### config.mk
export PLATFORM = sky130hd
export DESIGN_NAME = exec_ctrl
export DESIGN_NICKNAME = d
export VERILOG_FILES = /design/src/rtl/exec_ctrl_pkg.sv /design/src/rtl/exec_ctrl_decode.sv /design/src/rtl/exec_ctrl.sv
export SDC_FILE = /design/constraint.sdc
export NUM_CORES = 1
export LEC_CHECK = 0
export BUFFER_PORTS_ARGS = -buffer_cell sky130_fd_sc_hd__buf_4
export CAP_MARGIN = 40
export CORE_MARGIN = 2
export CORE_UTILIZATION = 40
export CTS_CLUSTER_DIAMETER = 100
export DETAILED_ROUTE_END_ITERATION = 10
export PLACE_DENSITY = 0.78
export SLEW_MARGIN = 20
export SYNTH_ARGS = -nofsm -noshare
export SYNTH_HDL_FRONTEND = slang
export SYNTH_SLANG_ARGS = --single-unit
### constraint.sdc
create_clock -name clk -period 2.4 [get_ports clk]
set_input_delay 0.48 -clock clk [delete_from_list [all_inputs] [get_ports clk]]
set_output_delay 0.48 -clock clk [all_outputs]
set_load 0.01 [all_outputs]
### src/rtl/exec_ctrl_pkg.sv
// Shared instruction set for the execution controller: opcode values used by
// the controller, its decoder and the downstream ALU.
package exec_ctrl_pkg;

  localparam logic [7:0] OP_NOP = 8'h00;
  localparam logic [7:0] OP_LD  = 8'h01;
  localparam logic [7:0] OP_ST  = 8'h02;
  localparam logic [7:0] OP_LDI = 8'h03;
  localparam logic [7:0] OP_ADD = 8'h04;
  localparam logic [7:0] OP_SUB = 8'h05;
  localparam logic [7:0] OP_AND = 8'h06;
  localparam logic [7:0] OP_OR  = 8'h07;
  localparam logic [7:0] OP_XOR = 8'h08;
  localparam logic [7:0] OP_NOT = 8'h09;
  localparam logic [7:0] OP_RR  = 8'h0A;
  localparam logic [7:0] OP_RL  = 8'h0B;
  localparam logic [7:0] OP_INC = 8'h0C;
  localparam logic [7:0] OP_DEC = 8'h0D;
  localparam logic [7:0] OP_RST = 8'h0E;
  localparam logic [7:0] OP_JMP = 8'h0F;
  localparam logic [7:0] OP_JMA = 8'h10;
  localparam logic [7:0] OP_CLL = 8'h11;
  localparam logic [7:0] OP_RET = 8'h12;
  localparam logic [7:0] OP_IOR = 8'h13;
  localparam logic [7:0] OP_IOW = 8'h14;

endpackage

### src/rtl/exec_ctrl_decode.sv
// Opcode classification: which opcodes fetch an operand, store the accumulator,
// update the accumulator, and target the I/O space instead of memory.
module exec_decode
  import exec_ctrl_pkg::*;
(
  input  logic [7:0] i_op,
  output logic       o_needs_read,
  output logic       o_needs_write,
  output logic       o_writes_acc,
  output logic       o_is_io
);

  always_comb begin
    o_needs_read  = 1'b0;
    o_needs_write = 1'b0;
    o_writes_acc  = 1'b0;
    o_is_io       = 1'b0;
    case (i_op)
      OP_XOR, OP_OR, OP_AND, OP_SUB, OP_ADD, OP_LD: begin
        o_needs_read = 1'b1;
        o_writes_acc = 1'b1;
      end
      OP_IOR: begin
        o_needs_read = 1'b1;
        o_writes_acc = 1'b1;
        o_is_io      = 1'b1;
      end
      OP_ST: begin
        o_needs_write = 1'b1;
      end
      OP_IOW: begin
        o_needs_write = 1'b1;
        o_is_io       = 1'b1;
      end
      OP_NOT, OP_RR, OP_RL, OP_DEC, OP_INC, OP_LDI, OP_RST: begin
        o_writes_acc = 1'b1;
      end
      default: ;
    endcase
  end

endmodule

### src/rtl/exec_ctrl.sv
// Accumulator execution controller: accepts one instruction at a time, sequences
// an optional memory/IO read or write, and drives an external ALU.
module exec_ctrl
  import exec_ctrl_pkg::*;
#(
  parameter int WIDTH = 16
) (
  input  logic             clk,
  input  logic             rst_n,
  input  logic             instr_valid,
  output logic             instr_ready,
  input  logic [7:0]       instr_op,
  input  logic [WIDTH-1:0] instr_arg,
  output logic [WIDTH-1:0] alu_in1,
  output logic [WIDTH-1:0] alu_in2,
  output logic [7:0]       alu_op,
  input  logic [WIDTH-1:0] alu_out,
  output logic [WIDTH-1:0] mem_addr,
  output logic [WIDTH-1:0] mem_wdata,
  input  logic [WIDTH-1:0] mem_rdata,
  output logic             mem_rd,
  output logic             mem_wr,
  output logic             io_rd,
  output logic             io_wr,
  output logic [WIDTH-1:0] acc,
  output logic             flag_z,
  output logic             flag_n,
  output logic             busy
);

  // state | meaning
  // IDLE  | ready for a new instruction
  // RD    | one-cycle memory/IO read strobe at arg
  // EXEC  | ALU operation; acc written at end of cycle if the op updates it
  // WR    | one-cycle memory/IO write strobe of acc at arg
  typedef enum logic [1:0] {S_IDLE, S_RD, S_EXEC, S_WR} state_t;

  state_t           r_state;
  state_t           w_next;
  logic [7:0]       r_op;
  logic [WIDTH-1:0] r_arg;
  logic [WIDTH-1:0] r_acc;
  logic             r_z;
  logic             r_n;

  logic [7:0]       w_dec_op;
  logic             w_needs_read;
  logic             w_needs_write;
  logic             w_writes_acc;
  logic             w_is_io;
  logic             w_accept;

  // In IDLE the incoming opcode is classified for routing; afterwards the latched one.
  assign w_dec_op = (r_state == S_IDLE) ? instr_op : r_op;

  exec_decode u_decode (
    .i_op          (w_dec_op),
    .o_needs_read  (w_needs_read),
    .o_needs_write (w_needs_write),
    .o_writes_acc  (w_writes_acc),
    .o_is_io       (w_is_io)
  );

  assign w_accept = (r_state == S_IDLE) && instr_valid;

  always_ff @(posedge clk or negedge rst_n) begin
    if (!rst_n) begin
      r_state <= S_IDLE;
    end else begin
      r_state <= w_next;
    end
  end

  always_comb begin
    w_next      = r_state;
    instr_ready = 1'b0;
    mem_rd      = 1'b0;
    mem_wr      = 1'b0;
    io_rd       = 1'b0;
    io_wr       = 1'b0;
    alu_op      = OP_NOP;
    alu_in1     = r_acc;
    alu_in2     = r_arg;
    case (r_state)
      S_IDLE: begin
        instr_ready = 1'b1;
        if (instr_valid) begin
          if (w_needs_read) begin
            w_next = S_RD;
          end else if (w_needs_write) begin
            w_next = S_WR;
          end else begin
            w_next = S_EXEC;
          end
        end
      end
      S_RD: begin
        mem_rd = !w_is_io;
        io_rd  = w_is_io;
        w_next = S_EXEC;
      end
      S_EXEC: begin
        alu_op  = r_op;
        alu_in1 = (r_op == OP_LDI) ? r_arg : r_acc;
        // Only read-path ops pass through RD, so needs_read identifies that entry.
        alu_in2 = w_needs_read ? mem_rdata : r_arg;
        w_next  = S_IDLE;
      end
      S_WR: begin
        mem_wr = !w_is_io;
        io_wr  = w_is_io;
        w_next = S_IDLE;
      end
      default: w_next = S_IDLE;
    endcase
  end

  always_ff @(posedge clk or negedge rst_n) begin
    if (!rst_n) begin
      r_op  <= OP_NOP;
      r_arg <= '0;
      r_acc <= '0;
      r_z   <= 1'b1;
      r_n   <= 1'b0;
    end else begin
      if (w_accept) begin
        r_op  <= instr_op;
        r_arg <= instr_arg;
      end
      if ((r_state == S_EXEC) && w_writes_acc) begin
        r_acc <= alu_out;
        r_z   <= (alu_out == '0);
        r_n   <= alu_out[WIDTH-1];
      end
    end
  end

  assign mem_addr  = r_arg;
  assign mem_wdata = r_acc;
  assign acc       = r_acc;
  assign flag_z    = r_z;
  assign flag_n    = r_n;
  assign busy      = (r_state != S_IDLE);

endmodule

* Word level (Yosys, flattened, before mapping) *
Index checks and enable logic that the tools add are counted.
W data, S select, Z words.

storage, ports and cells
  memory bits (read-only) = 0
  register bits after elaboration = 44
  RAM bits = 0
  bits in latches = 0
  bits of input ports = 59
  output and inout bits = 96
  memories kept = 0

cells by class
  multipliers = 0
  mux-type cells = 19
  add/sub/neg operators = 0
  divide/modulo/power cells = 0
  magnitude comparators = 0
  bitwise operators = 0
  equality and inequality tests = 21
  shifts and indexed selects = 0
  reduce and logical (&&, ||, !) cells = 11

operators with widths
  kind                  number
  $mux W16              4
  $eq A8 B4 Y1 const B  7
  $eq A8 B3 Y1 const B  4
  $eq A8 B2 Y1 const B  3
  $eq A8 B5 Y1 const B  2
  $logic_not A16 Y1     1
  $mux W8               2
  $reduce_or A14 Y1     1
  $mux W1               10
  $eq A8 B1 Y1 const B  1
  $reduce_or A7 Y1      1
  $pmux W2 S3           1
  $reduce_or A2 Y1      3
  $eq A2 B2 Y1 const B  2
  $mux W2               2
  $eq A2 B1 Y1 const B  1
  $logic_and A1 B1 Y1   2
  $logic_not A2 Y1      1
  $ne A2 B2 Y1 const B  1
  $reduce_bool A2 Y1    1
  $logic_not A1 Y1      1

* Longest topological paths before layout *
  depth after elaboration = 9
  gate-level depth with buffers = 10
  depth with buffers taken out = 7

* Modules after synthesis *
From an unflattened synthesis, not the netlist that was laid out.

unflattened totals
  cell total of the unflattened synthesis = 205
  area total of the unflattened synthesis = 2587.5 um^2

by module, submodules not included
  module       area each (um^2)  cells an instance  times used  seq. area each (um^2)
  exec_ctrl    2439.8            182                1           1077.3
  exec_decode  147.6             23                 1           0.0

* Least setup slack after synthesis *
No wires, ideal clock.

  path kind = register to output
  start = register r_state[0]
  end = output alu_in2[10]
  stages on the path, launching flop included = 9
  path slack = -0.140 ns
  path buffers = 2
  arrival = 2.060 ns
  path through = dfrtp_1 buf_6 nor2_8 inv_2 a31oi_1 o221ai_2 a32oi_4 buf_2 mux2_2

on the way
  cells in the longest elaborated chain, start to end = 7
  elaborated cells on any way between the ends = 14

ends and longest elaborated chain
  item                                  RTL line                text
  from (decl)                           exec_ctrl.sv:38         state_t r_state;
  from (signal assigned)                exec_ctrl.sv:70         r_state <= w_next;
  $logic_not A2 Y1                      exec_ctrl.sv:54         assign w_dec_op = (r_state == S_IDLE) ? instr_op : r_op;
  $mux W8                               exec_ctrl.sv:54
  $eq A8 B4 Y1 (tied with other cells)  exec_ctrl_decode.sv:18  case (i_op)
  $reduce_or A7 Y1 (no source line)     --
  $mux W1                               exec_ctrl_decode.sv:18
  $mux W16                              exec_ctrl.sv:106        alu_in2 = w_needs_read ? mem_rdata : r_arg;
  $mux W16 *                            exec_ctrl.sv:84         case (r_state)
  to (decl)                             exec_ctrl.sv:15         output logic [WIDTH-1:0] alu_in2,

Every way passes the cells marked *; elsewhere a longest branch is shown, timed or not.

* Worst setup path after layout *
  start = register r_state[1]
  end = output alu_in2[14]

Same word-level chain as after synthesis.

==> results.py <==
metrics = {
    "run_status": {
        "status": "complete, but fails checks",
        "violations": "negative setup slack",
    },
    "floorplanning": {
        "dieWidth_um": 84.68,
        "rows": 29,
        "dieHeight_um": 84.68,
        "core_mm2": 0.006314,
        "start_util_pct": 41.24,
        "die_area_mm2": 0.007171,
        "io_pins": 155,
    },
    "power_and_ir_drop": {
        "p_per_area_mw_per_mm2": 904.1,
        "power_mw": 3.775,
        "power.leakage_nw": 1.993,
        "peakVddDrop_mv": 0.6359,
    },
    "grt": {
        "grt_use_met1_pct": 27.65,
        "grt_use_met2_pct": 35.00,
        "grt_util_all_layers_pct": 20.77,
        "grt_pass1_vias": 2290,
        "grt_pass1_wl_mm": 11.87,
        "grt_max_degree": 44,
        "antenna_found_initial": 0,
        "grt-ovfl-total": 0,
        "busiest_layer": "met2",
        "gr-usage-met3_pct": 4.031,
    },
    "timing": {
        "slew_viol_final": 0,
        "final.min_clock_period_ps": 2780,
        "fin_crit_sh_pct": 115.8,
        "rsz0062_at_grt": "true",
        "tightestPinTransition_ps": 546.3,
        "fin_ws_ps": -380.2,
        "hold_viol_final": 0,
        "skew_ps": 15.06,
        "setup_viol": 36,
        "fmax_mhz": 359.7,
        "hold-worst-slack_ps": 158.8,
        "maxSlewHeadroom_pct": 63.58,
    },
    "finish": {
        "syn_to_final_growth_pct": 60.36,
        "final_common_cell": "buf_4",
        "layout_common_cells": "168 x buf_4, 60 x mux2_2, 40 x dfrtp_1",
        "final_util_pct": 66.13,
        "layout-drive-gt1-share_pct": 74.47,
        "nets": 438,
        "stdcell_area_mm2": 0.004175,
        "seq_area_mm2": 0.001080,
        "n_antenna_cell": 0,
        "multi_input_area_mm2": 0.001429,
        "nFillCells": 535,
    },
    "setup_path": {
        "crit_chain": "nor2_8 -> inv_4 -> a21oi_2 -> o221ai_2 -> a32oi_4 -> buf_12 -> mux2_2 -> buf_4",
        "critPathCaptureType": "primary output",
        "slowest_delay_ps": 480,
        "cp_data_required_time_ps": 1920,
        "crit_arrival_ps": 2300,
        "worstPathBufferInverterCount": 3,
        "cpLargestDelayFamily": "compound AO/OA/AOI/OAI gates",
        "cp_slowest_cell": "dfrtp_2",
        "worstSetupPathType": "reg2out",
        "ff2ff_path_depth": 9,
        "worst-path-stages": 8,
        "critPathMaxFanout": 17,
        "start_kind": "register",
    },
    "drt": {
        "drc": 0,
        "wire_per_inst_um": 17.43,
        "viasPerCell": 5.042,
        "finalWirelength_mm": 7.967,
        "drt-initial-drc-count": 110,
        "antenna_left": 0,
        "firstDrtPassIters": 4,
        "vias": 2304,
    },
    "cts": {
        "htreeDepth": 2,
        "clock_latency_ps": 300,
        "cts_buffer_depth": 2,
        "cts_hold_buf": 0,
        "cts_tree": "yes",
        "path_clk_slew_ps": 90,
        "clockRootBuffer": "clkbuf_8",
        "cts.sinks": 43,
        "cts_buffers": 5,
    },
    "synthesis": {
        "synth-main-ff-cell": "dfrtp_1",
        "synthAdderAreaFrac_pct": 0,
        "ys_seq_area_share_pct": 41.37,
        "synthCells": 217,
        "syn_area_mm2": 0.002604,
        "synth_edf_count": 0,
        "synth_xor_area_share_pct": 0,
        "yosysWarnings": 0,
        "avgSynthCellArea_um2": 12.00,
        "async_flop_share_pct": 100.0,
        "ys_ff_latch": 43,
        "syn_nets": 276,
        "synth.mux.area_fraction_pct": 32.39,
        "synth_cell_type_count": 41,
        "synth_top_family_by_area": "multiplexers",
        "yosys.area_share.simple_pct": 11.15,
        "synth-compound-area-share_pct": 6.439,
    },
    "placed_design": {
        "dp_hpwl_mm": 5.659,
        "place.gp.congestion": 0.8349,
        "io_buffers": 154,
        "placed_cell_area_mm2": 0.003817,
    },
    "job": {
        "cap_viol_max_count": 0,
    },
    "hold_path": {
        "hold_class": "in2async",
    },
}
## layout make-up
class | instances | share of cell area, %
Clock buffer | 5 | 1.648
Clock inverter | 3 | 1.049
Inverter | 5 | 0.5094
Sequential cell | 43 | 25.86
Timing Repair Buffer | 182 | 34.40
Multi-Input combinational cell | 142 | 34.22
Tap cell | 77 | 2.307
## logic make-up (layout without fill, tap and decap cells)
kind of cell           after synthesis  count (layout)
muxes                               72              72
DFF                                 43              43
AOI/OAI and AO/OA                   21              21
buffers and inverters               32             195
and+or+nand+nor                     49              49
## worst register-to-register path, delay by kind of cell, from the launching register on
family,cells,cell delay [ps]
AO/OA/AOI/OAI,3,530
AND/OR/NAND/NOR,1,280
flip-flops,1,490
buffers and inverters,4,640
multiplexers,1,310
## repair_timing
item | CTS | global route
cloned | 0 | 1
setup buffers | 4 | 7
gates resized for setup | 17 | 21
endpoints found under the setup margin | 36 | 40
pin swaps | 1 | 3
## worst paths after layout
| check | startpoint | endpoint | slack (ps) |
|---|---|---|---|
| setup reg to reg | r_state[0] | acc[9] | 50 |
| hold reg to reg | flag_z | flag_z | 480 |
| hold / removal | rst_n | mem_addr[5] | 160 |
| setup / recovery | r_state[1] | alu_in2[14] | -380 |
| min in group clk | instr_arg[0] | mem_addr[0] | 410 |
| max in group asynchronous | rst_n | r_state[0] | 1820 |
## power by group
group	total [mW]	switching (mW)	internal, mW
sequential	1.21	0.275	0.940
clock	0.577	0.267	0.310
combinational	1.98	0.778	1.21
## per-stage QoR
| step | std cells | setup TNS, ps | setup WS, ps |
|---|---|---|---|
| 2_1_floorplan | 217 | -156.1 | -15.61 |
| 6_report | 457 | -10540 | -380.2 |
| 3_3_place_gp | 439 | -1259 | -81.53 |
| 4_1_cts | 451 | -8589 | -353.0 |
| 3_5_place_dp | 439 | -1520 | -106.6 |
| 5_1_grt | 457 | -14080 | -471.3 |
## registers in the layout (all words and copies together), names as in the netlist
register,count
mem_addr,16
r_op,8
r_state,2
acc,16
flag_z,1
## Yosys cell counts, types with 4 or more instances
library cell	count	share of area [%]
inv_1	4	0.58
buf_4	17	4.9
nor2_1	5	0.72
mux2_2	62	27
nor3_1	4	0.77
mux2_4	9	5.2
dfrtp_1	42	40
nor4_1	7	1.7
o21ai_0	5	0.96
and2_1	10	2.4
a21oi_1	6	1.2
nand2_1	6	0.86
## metal layers
metal	wire length, µm	part of all wire [%]
met1	3367	42
met2	4176	52
met3	344	4.3
met4	79	0.99
met5	0	0
Note: power is estimated with default switching activity, not from simulation.
